**config.mk**
```make
export PLATFORM = sky130hd
export DESIGN_NAME = param_shift_reg_flat
export DESIGN_NICKNAME = d
export VERILOG_FILES = /design/src/rtl/param_shift_reg_if.sv /design/src/rtl/param_shift_reg.sv /design/src/flat_wrapper.sv
export SDC_FILE = /design/constraint.sdc
export NUM_CORES = 1
export LEC_CHECK = 0
export ABC_AREA = 1
export BUFFER_PORTS_ARGS = -buffer_cell sky130_fd_sc_hd__buf_2
export CELL_PAD_IN_SITES_DETAIL_PLACEMENT = 2
export CELL_PAD_IN_SITES_GLOBAL_PLACEMENT = 2
export CORE_ASPECT_RATIO = 1.2
export CORE_MARGIN = 5
export CORE_UTILIZATION = 26
export CTS_BUF_LIST = sky130_fd_sc_hd__clkbuf_2
export CTS_CLUSTER_DIAMETER = 200
export DETAILED_ROUTE_END_ITERATION = 16
export HOLD_SLACK_MARGIN = 0.03
export PLACE_DENSITY = 0.79
export SETUP_SLACK_MARGIN = 0.05
export SYNTH_ARGS = -nofsm -noshare
export SYNTH_HDL_FRONTEND = slang
export SYNTH_SLANG_ARGS = --single-unit
export TNS_END_PERCENT = 1
```
**constraint.sdc**
```tcl
create_clock -name clk -period 1.1 [get_ports clk]
set_input_delay 0.11 -clock clk [delete_from_list [all_inputs] [get_ports clk]]
set_output_delay 0.11 -clock clk [all_outputs]
set_load 0.01 [all_outputs]
```
**src/rtl/param_shift_reg_if.sv**
```systemverilog
// Bus bundle for param_shift_reg: control/data in, register/status out.
// The register drives the status side; the controller drives the rest.
interface param_shift_reg_if #(
    parameter int WIDTH = 8
);
    logic             sclr;
    logic             sset;
    logic             en;
    logic [2:0]       mode;
    logic             start;
    logic             sin_l;
    logic             sin_r;
    logic [WIDTH-1:0] d;
    logic [WIDTH-1:0] q;
    logic             ser_out;
    logic             busy;
    logic             done;

    modport master (
        output sclr, sset, en, mode, start,
        output sin_l, sin_r, d,
        input  q, ser_out, busy, done
    );

    modport slave (
        input  sclr, sset, en, mode, start,
        input  sin_l, sin_r, d,
        output q, ser_out, busy, done
    );
endinterface

```
**src/rtl/param_shift_reg.sv**
```systemverilog
// WIDTH-bit mode register with sync clear/set and an LSB-first serializer.
// Async active-high reset; serializer runs WIDTH shifts after a start load.
module param_shift_reg #(
    parameter int               WIDTH     = 8,
    parameter logic [WIDTH-1:0] RESET_VAL = {WIDTH{1'b0}}
) (
    input logic               clk,
    input logic               reset,
    param_shift_reg_if.slave  bus
);
    localparam int CW = $clog2(WIDTH);
    localparam logic [CW-1:0] LAST = CW'(WIDTH - 1);

    localparam logic [0:0] IDLE  = 1'b0;
    localparam logic [0:0] SHIFT = 1'b1;

    localparam logic [2:0] M_HOLD = 3'b000;
    localparam logic [2:0] M_SHL  = 3'b001;
    localparam logic [2:0] M_SHR  = 3'b010;
    localparam logic [2:0] M_ROL  = 3'b011;
    localparam logic [2:0] M_ROR  = 3'b100;
    localparam logic [2:0] M_LOAD = 3'b101;
    localparam logic [2:0] M_INV  = 3'b110;

    logic [WIDTH-1:0] q_q, q_d;
    logic [0:0]       state_q, state_d;
    logic [CW-1:0]    cnt_q, cnt_d;
    logic             busy_q, busy_d;
    logic             done_q, done_d;

    // Next-state: clear/set win, then an active frame, then start, then mode ops.
    always_comb begin
        q_d     = q_q;
        state_d = state_q;
        cnt_d   = cnt_q;
        busy_d  = busy_q;
        done_d  = 1'b0;
        if (bus.sclr || bus.sset) begin
            q_d     = bus.sclr ? {WIDTH{1'b0}} : {WIDTH{1'b1}};
            state_d = IDLE;
            cnt_d   = '0;
            busy_d  = 1'b0;
        end else if (state_q == SHIFT) begin
            q_d   = {bus.sin_l, q_q[WIDTH-1:1]};
            cnt_d = cnt_q + 1'b1;
            if (cnt_q == LAST) begin
                state_d = IDLE;
                cnt_d   = '0;
                busy_d  = 1'b0;
                done_d  = 1'b1;
            end
        end else if (bus.start) begin
            q_d     = bus.d;
            cnt_d   = '0;
            state_d = SHIFT;
            busy_d  = 1'b1;
        end else if (bus.en) begin
            unique case (bus.mode)
                M_SHL:   q_d = {q_q[WIDTH-2:0], bus.sin_r};
                M_SHR:   q_d = {bus.sin_l, q_q[WIDTH-1:1]};
                M_ROL:   q_d = {q_q[WIDTH-2:0], q_q[WIDTH-1]};
                M_ROR:   q_d = {q_q[0], q_q[WIDTH-1:1]};
                M_LOAD:  q_d = bus.d;
                M_INV:   q_d = ~q_q;
                M_HOLD:  q_d = q_q;
                default: q_d = q_q;
            endcase
        end
    end

    // State flops; reset aborts any frame without a done pulse.
    always_ff @(posedge clk or posedge reset) begin
        if (reset) begin
            q_q     <= RESET_VAL;
            state_q <= IDLE;
            cnt_q   <= '0;
            busy_q  <= 1'b0;
            done_q  <= 1'b0;
        end else begin
            q_q     <= q_d;
            state_q <= state_d;
            cnt_q   <= cnt_d;
            busy_q  <= busy_d;
            done_q  <= done_d;
        end
    end

    assign bus.q       = q_q;
    assign bus.ser_out = q_q[0];
    assign bus.busy    = busy_q;
    assign bus.done    = done_q;
endmodule

```
**src/flat_wrapper.sv**
```systemverilog
// flat-port wrapper written by rule: the top's interface ports become plain ports
module param_shift_reg_flat 
#(
    parameter int               WIDTH     = 8,
    parameter logic [WIDTH-1:0] RESET_VAL = {WIDTH{1'b0}}
)
  (clk, reset, bus_sclr, bus_sset, bus_en, bus_mode, bus_start, bus_sin_l, bus_sin_r, bus_d, bus_q, bus_ser_out, bus_busy, bus_done);
  param_shift_reg_if #(.WIDTH(WIDTH)) bus_i ();
  input logic clk;
  input logic reset;
  input wire logic [$bits(bus_i.sclr)-1:0] bus_sclr;
  input wire logic [$bits(bus_i.sset)-1:0] bus_sset;
  input wire logic [$bits(bus_i.en)-1:0] bus_en;
  input wire logic [$bits(bus_i.mode)-1:0] bus_mode;
  input wire logic [$bits(bus_i.start)-1:0] bus_start;
  input wire logic [$bits(bus_i.sin_l)-1:0] bus_sin_l;
  input wire logic [$bits(bus_i.sin_r)-1:0] bus_sin_r;
  input wire logic [$bits(bus_i.d)-1:0] bus_d;
  output wire logic [$bits(bus_i.q)-1:0] bus_q;
  output wire logic [$bits(bus_i.ser_out)-1:0] bus_ser_out;
  output wire logic [$bits(bus_i.busy)-1:0] bus_busy;
  output wire logic [$bits(bus_i.done)-1:0] bus_done;
  assign bus_i.sclr = bus_sclr;
  assign bus_i.sset = bus_sset;
  assign bus_i.en = bus_en;
  assign bus_i.mode = bus_mode;
  assign bus_i.start = bus_start;
  assign bus_i.sin_l = bus_sin_l;
  assign bus_i.sin_r = bus_sin_r;
  assign bus_i.d = bus_d;
  assign bus_q = bus_i.q;
  assign bus_ser_out = bus_i.ser_out;
  assign bus_busy = bus_i.busy;
  assign bus_done = bus_i.done;
  param_shift_reg #(.WIDTH(WIDTH), .RESET_VAL(RESET_VAL)) u_core (.clk(clk), .reset(reset), .bus(bus_i));
endmodule
```
==> Word-level counts from Yosys, hierarchy flattened <==
Cells that the tools add are included.
{ "word_totals": {"reg_bits": 14, "out_inout_bits": 11, "wordCells": 42} }
{ "classes": {"n_addsub": 1, "eq_ne": 8, "n_mux": 21, "n_bitwise": 1, "n_reduce_logical": 6} }
{ "op_table": {"columns": ["op", "count"], "rows": [
  ["one-hot mux 8 bit (6 select lines)", 1],
  ["2-to-1 mux 8 bit", 5],
  ["equality test 3 bit, second input constant", 4],
  ["2-to-1 mux 3 bit", 4],
  ["2-to-1 mux 1 bit", 11],
  ["nonzero test 9 bit", 1],
  ["inverter 8 bit", 1],
  ["equality test 3 x 2 -> 1 bit, second input constant", 2],
  ["AND reduction 2 bit", 2],
  ["nonzero test 4 bit", 1],
  ["adder 3 x 1 -> 3 bit, second input constant", 1],
  ["equality test 3 x 1 -> 1 bit, second input constant", 1],
  ["inequality test 3 bit, second input constant", 1],
  ["nonzero test 3 bit", 1],
  ["logical OR 1 bit", 1]
]} }

==> Depth between registers and ports, before layout <==
{ "logic_depth": {"depth_word": 6, "ltp_mapped": 11, "mapped_depth_nobuf": 10} }

==> Worst setup path before layout <==
OpenSTA, ideal clock, no wires.
{ "synth_timing": {"path_kind": "reg2reg", "start": "reg u_core.state_q", "end": "reg u_core.q_q[7] (netlist: u_core.bus.q[7])", "setup_time_ps": 73, "t_arrival_ps": 1101, "required_ps": 1027, "path_slack_ps": -74, "stages_incl_launch_ff": 9, "path_buffers": 1, "cell_sequence": "dfrtp_1 -> buf_2 -> inv_2 -> nand2_4 -> nor2_8 -> nand2_4 -> nand2_4 -> nor2_1 -> a21oi_2"} }
{ "synth_between": {"elab_chain_len": 2, "elab_cells_between_ends": 5} }
{ "synth_lines": {"columns": ["item", "line", "rtl"], "rows": [
  ["start, declared", "param_shift_reg.sv:26", "logic [0:0] state_q, state_d;"],
  ["start signal, assigned", "param_shift_reg.sv:81", "state_q <= state_d;"],
  ["nonzero test 9 bit (no line), or another cell as far along", null, null],
  ["AND reduction 2 bit (no line) / 2-to-1 mux 8 bit (equally long branches)", null, null],
  ["end signal, assigned", "param_shift_reg.sv:80", "q_q <= q_d;"],
  ["end, declared", "param_shift_reg.sv:25", "logic [WIDTH-1:0] q_q, q_d;"]
]} }
Parallel ways exist; a longest one is shown, timed or not.
A chain may end at the register's enable or synchronous reset.

==> Worst setup path in the final report <==
{ "layout_timing": {"start": "reg u_core.state_q", "end": "reg u_core.q_q[1] (netlist: u_core.bus.q[1])"} }
The elaborated chain is that of the path after synthesis.

==> reports/metrics.csv <==
stage,metric,value,unit
drt,drt_iter0_drc,26,
drt,antenna_left,0,
clock_network,clockBufferDepth,2,
power,powerDensity,843,nW/um^2
drt,drc_errors,0,
finish,diodes,0,
drt,via_count,1415,
floorplanning,start_util,27.0,%
synth,yosys.area.top_type_share,30.2,%
sta,finalHoldViolCount,0,
synth,syn_area,1160,um^2
floorplanning,core-area,4290,um^2
clock_network,root_buffer,clkbuf_2,
sta,slew_headroom,77.7,%
sta,finalSetupViolations,16,
place,gp_congestion,0.785,
sta,fin_skew,19.4,ps
synth,yosysTopAreaCell,dfrtp_1,
global_route,grt_max_degree,15,
global_route,grt_pass1_vias,1648,
critical_path,critPathLaunchType,flop,
floorplanning,num_rows,26,
synth,synth-seq-cells,14,
finish,drive_gt1_share,41.5,%
place,port_buffers,29,
critical_path,critical_path.top_delay_family,flip-flops,
critical_path,crit_fanout,9,
clock_network,clkSinkCount,14,
clock_network,clock_latency,310,ps
critical_path,required,1360,ps
clock_network,cts_tree,done,
critical_path,crit_buf_inv,1,
floorplanning,die_h,83.2,um
sta,fmax,0.853,GHz
finish,fin_nets,258,
finish,multi_input_area,777,um^2
floorplanning,num_io_pins,30,
sta,fin_ws,-72.9,ps
status,outcome,"finished, violations left",
critical_path,slowest_stage,dfrtp_2,
synth,synth_nets,200,
global_route,track_usage,16.9,%
synth,syn-mean-instance-area,6.49,um^2
synth,synthMostInstantiatedCell,nor2_1,
critical_path,path_class,reg2reg,
finish,areaGrowthSynthToFinish,49.2,%
synth,synth_ff_type,dfrtp_1,
sta,finalCritPeriodShare,107,%
global_route,grt_pass1_wl,8030,um
synth,yosysSeqAreaShare,30.2,%
critical_path,critical_path_arrival,1440,ps
critical_path,critical_path.cell_chain,nand2_1 -> buf_4 -> nor2_1 -> nor2_4 -> a21oi_2,
sta,period_minus_slack,1170,ps
power,p_leak,0.885,nW
drt,detail_route.first_pass.iterations,4,
synth,async_flop_share,100,%
drt,drt-vias-per-instance,4.85,
finish,fillers,540,
finish,final_cell_count_no_fill,292,
floorplanning,die_area,5910,um^2
place,placed_area,1550,um^2
clock_network,h-tree-depth,1,
finish,seq_area,353,um^2
finish,stdcell_area,1730,um^2
synth,syn_inst,179,
global_route,antenna_found_initial,0,
critical_path,endpoint_kind,flop,
place,hpwlAfterDp,3510,um
power,ir_worst_vdd,559,uV
synth,yosysWarnings,0,
place,dp.cells,282,
synth,synth.area.top_cells,"dfrtp_1 (30%), nor2_1 (15%), nand2_1 (9.4%)",
synth,netlist_top_cells_count,"nor2_1 (46), nand2_1 (29), inv_1 (22), a21oi_1 (21), dfrtp_1 (14)",
critical_path,slowest_delay,460,ps
clock_network,clk_pin_slew,170,ps
clock_network,cts_made_buffers,3,
drt,wl_per_cell,16.3,um
sta,drv_slew,0,
sta,timing_worst_slew_pin_value,334,ps
run,max-cap-violations,0,
synth,ys_types,25,
status,violations,setup timing,
floorplanning,die_x,71.0,um
synth,synth-edff-count,0,
global_route,grt_overflow,0,
finish,fin_util,40.4,%
sta,rsz0062_at_grt,yes,
drt,wl,4750,um
min_path,hp-class,in2reg,
-- final timing paths --
kind	from	to	slack [ps]	cells past startpoint
min	bus_d[5]	u_core.bus.q[5]$_DFFE_PP0P_	140	5
max in group asynchronous	reset	u_core.bus.q[0]$_DFFE_PP0P_	550	4
max	u_core.state_q$_DFF_PP0_	u_core.bus.q[1]$_DFFE_PP0P_	-70	5
min in group asynchronous	reset	u_core.bus.q[3]$_DFFE_PP0P_	330	4
min reg2reg	u_core.bus.busy$_DFFE_PP0P_	u_core.bus.busy$_DFFE_PP0P_	550	2
max reg2reg	u_core.state_q$_DFF_PP0_	u_core.bus.q[1]$_DFFE_PP0P_	-70	5
-- per-layer routing --
metal  part of all wire [%]  GRT usage [%]
met3                    3.1           2.42
met5                      0              0
met2                     54           31.1
met1                     41           19.4
met4                    1.8           5.64
-- tightest hold or removal path, cell delays in order --
cell	delay [ps]
buf_2	100
inv_1	60
a21oi_1	60
nand2_1	60
a21oi_1	50
-- where the power goes --
group          switching (W)  internal (W)
Clock               0.000203     0.0000789
Combinational       0.000311      0.000247
Sequential         0.0000679      0.000553
Total               0.000582      0.000879
-- layout by cell type, fill, tap and decap left out, types with 2 or more instances in the layout --
cell type,synthesis,final
nor2_1,46,37
o21ai_0,4,2
dfrtp_2,0,2
nor2_4,1,4
inv_2,2,3
nand2_8,0,2
buf_4,2,24
dfrtp_1,14,12
inv_1,22,20
nand2_2,3,3
clkbuf_2,0,3
nand4_1,4,4
a21oi_2,1,7
nand2_1,29,29
buf_2,3,26
a32o_1,2,2
nor2_2,0,6
o21ai_1,0,2
nand3_1,11,11
buf_6,1,7
a21oi_1,21,15
nand3_2,2,2
-- logic make-up (layout without fill, tap and decap cells) --
kind of cell	Yosys count	after routing	synth area share, %
fa+ha+maj	2	2	2.15
flops	14	14	30.2
buf+inv	30	87	11.3
simple gates	102	102	41.1
compound gates	31	31	15.3
-- metrics by stage --
step	hold WS [ps]	TNS [ps]	setup WS, ps	total power, W
final	140	-633	-72.9	0.00146
after global routing	153	-2030	-143	0.00156
after CTS	160	-621	-71.3	0.00143
after detailed placement	126	-1040	-173	0.00110
after global placement	121	-472	-58.4	0.00108
after floorplan	-0.781	-423	-55.1	0.000875
-- sequential cells by signal (all words and copies together) (netlist names) --
register,flops
u_core.bus.q,8
u_core.state_q,1
u_core.cnt_q,3
u_core.bus.done,1
u_core.bus.busy,1
-- layout make-up --
| class | count | area share, % |
|---|---|---|
| Inverter | 24 | 5.49 |
| Clock inverter | 1 | 0.217 |
| Tap cell | 56 | 4.04 |
| Clock buffer | 3 | 0.866 |
| Multi-Input combinational cell | 135 | 44.8 |
| Timing Repair Buffer | 59 | 24.2 |
| Sequential cell | 14 | 20.4 |
-- repair_timing --
| item | in CTS | in global routing |
|---|---|---|
| hold buffers | 1 | 0 |
| pin swaps | 11 | 4 |
| setup endpoints to repair | 22 | 23 |
| buffers inserted | 4 | 1 |
| gates resized for setup | 24 | 10 |
| endpoints found under the hold margin | 14 | 0 |
Power figures use the tool's default switching activity.
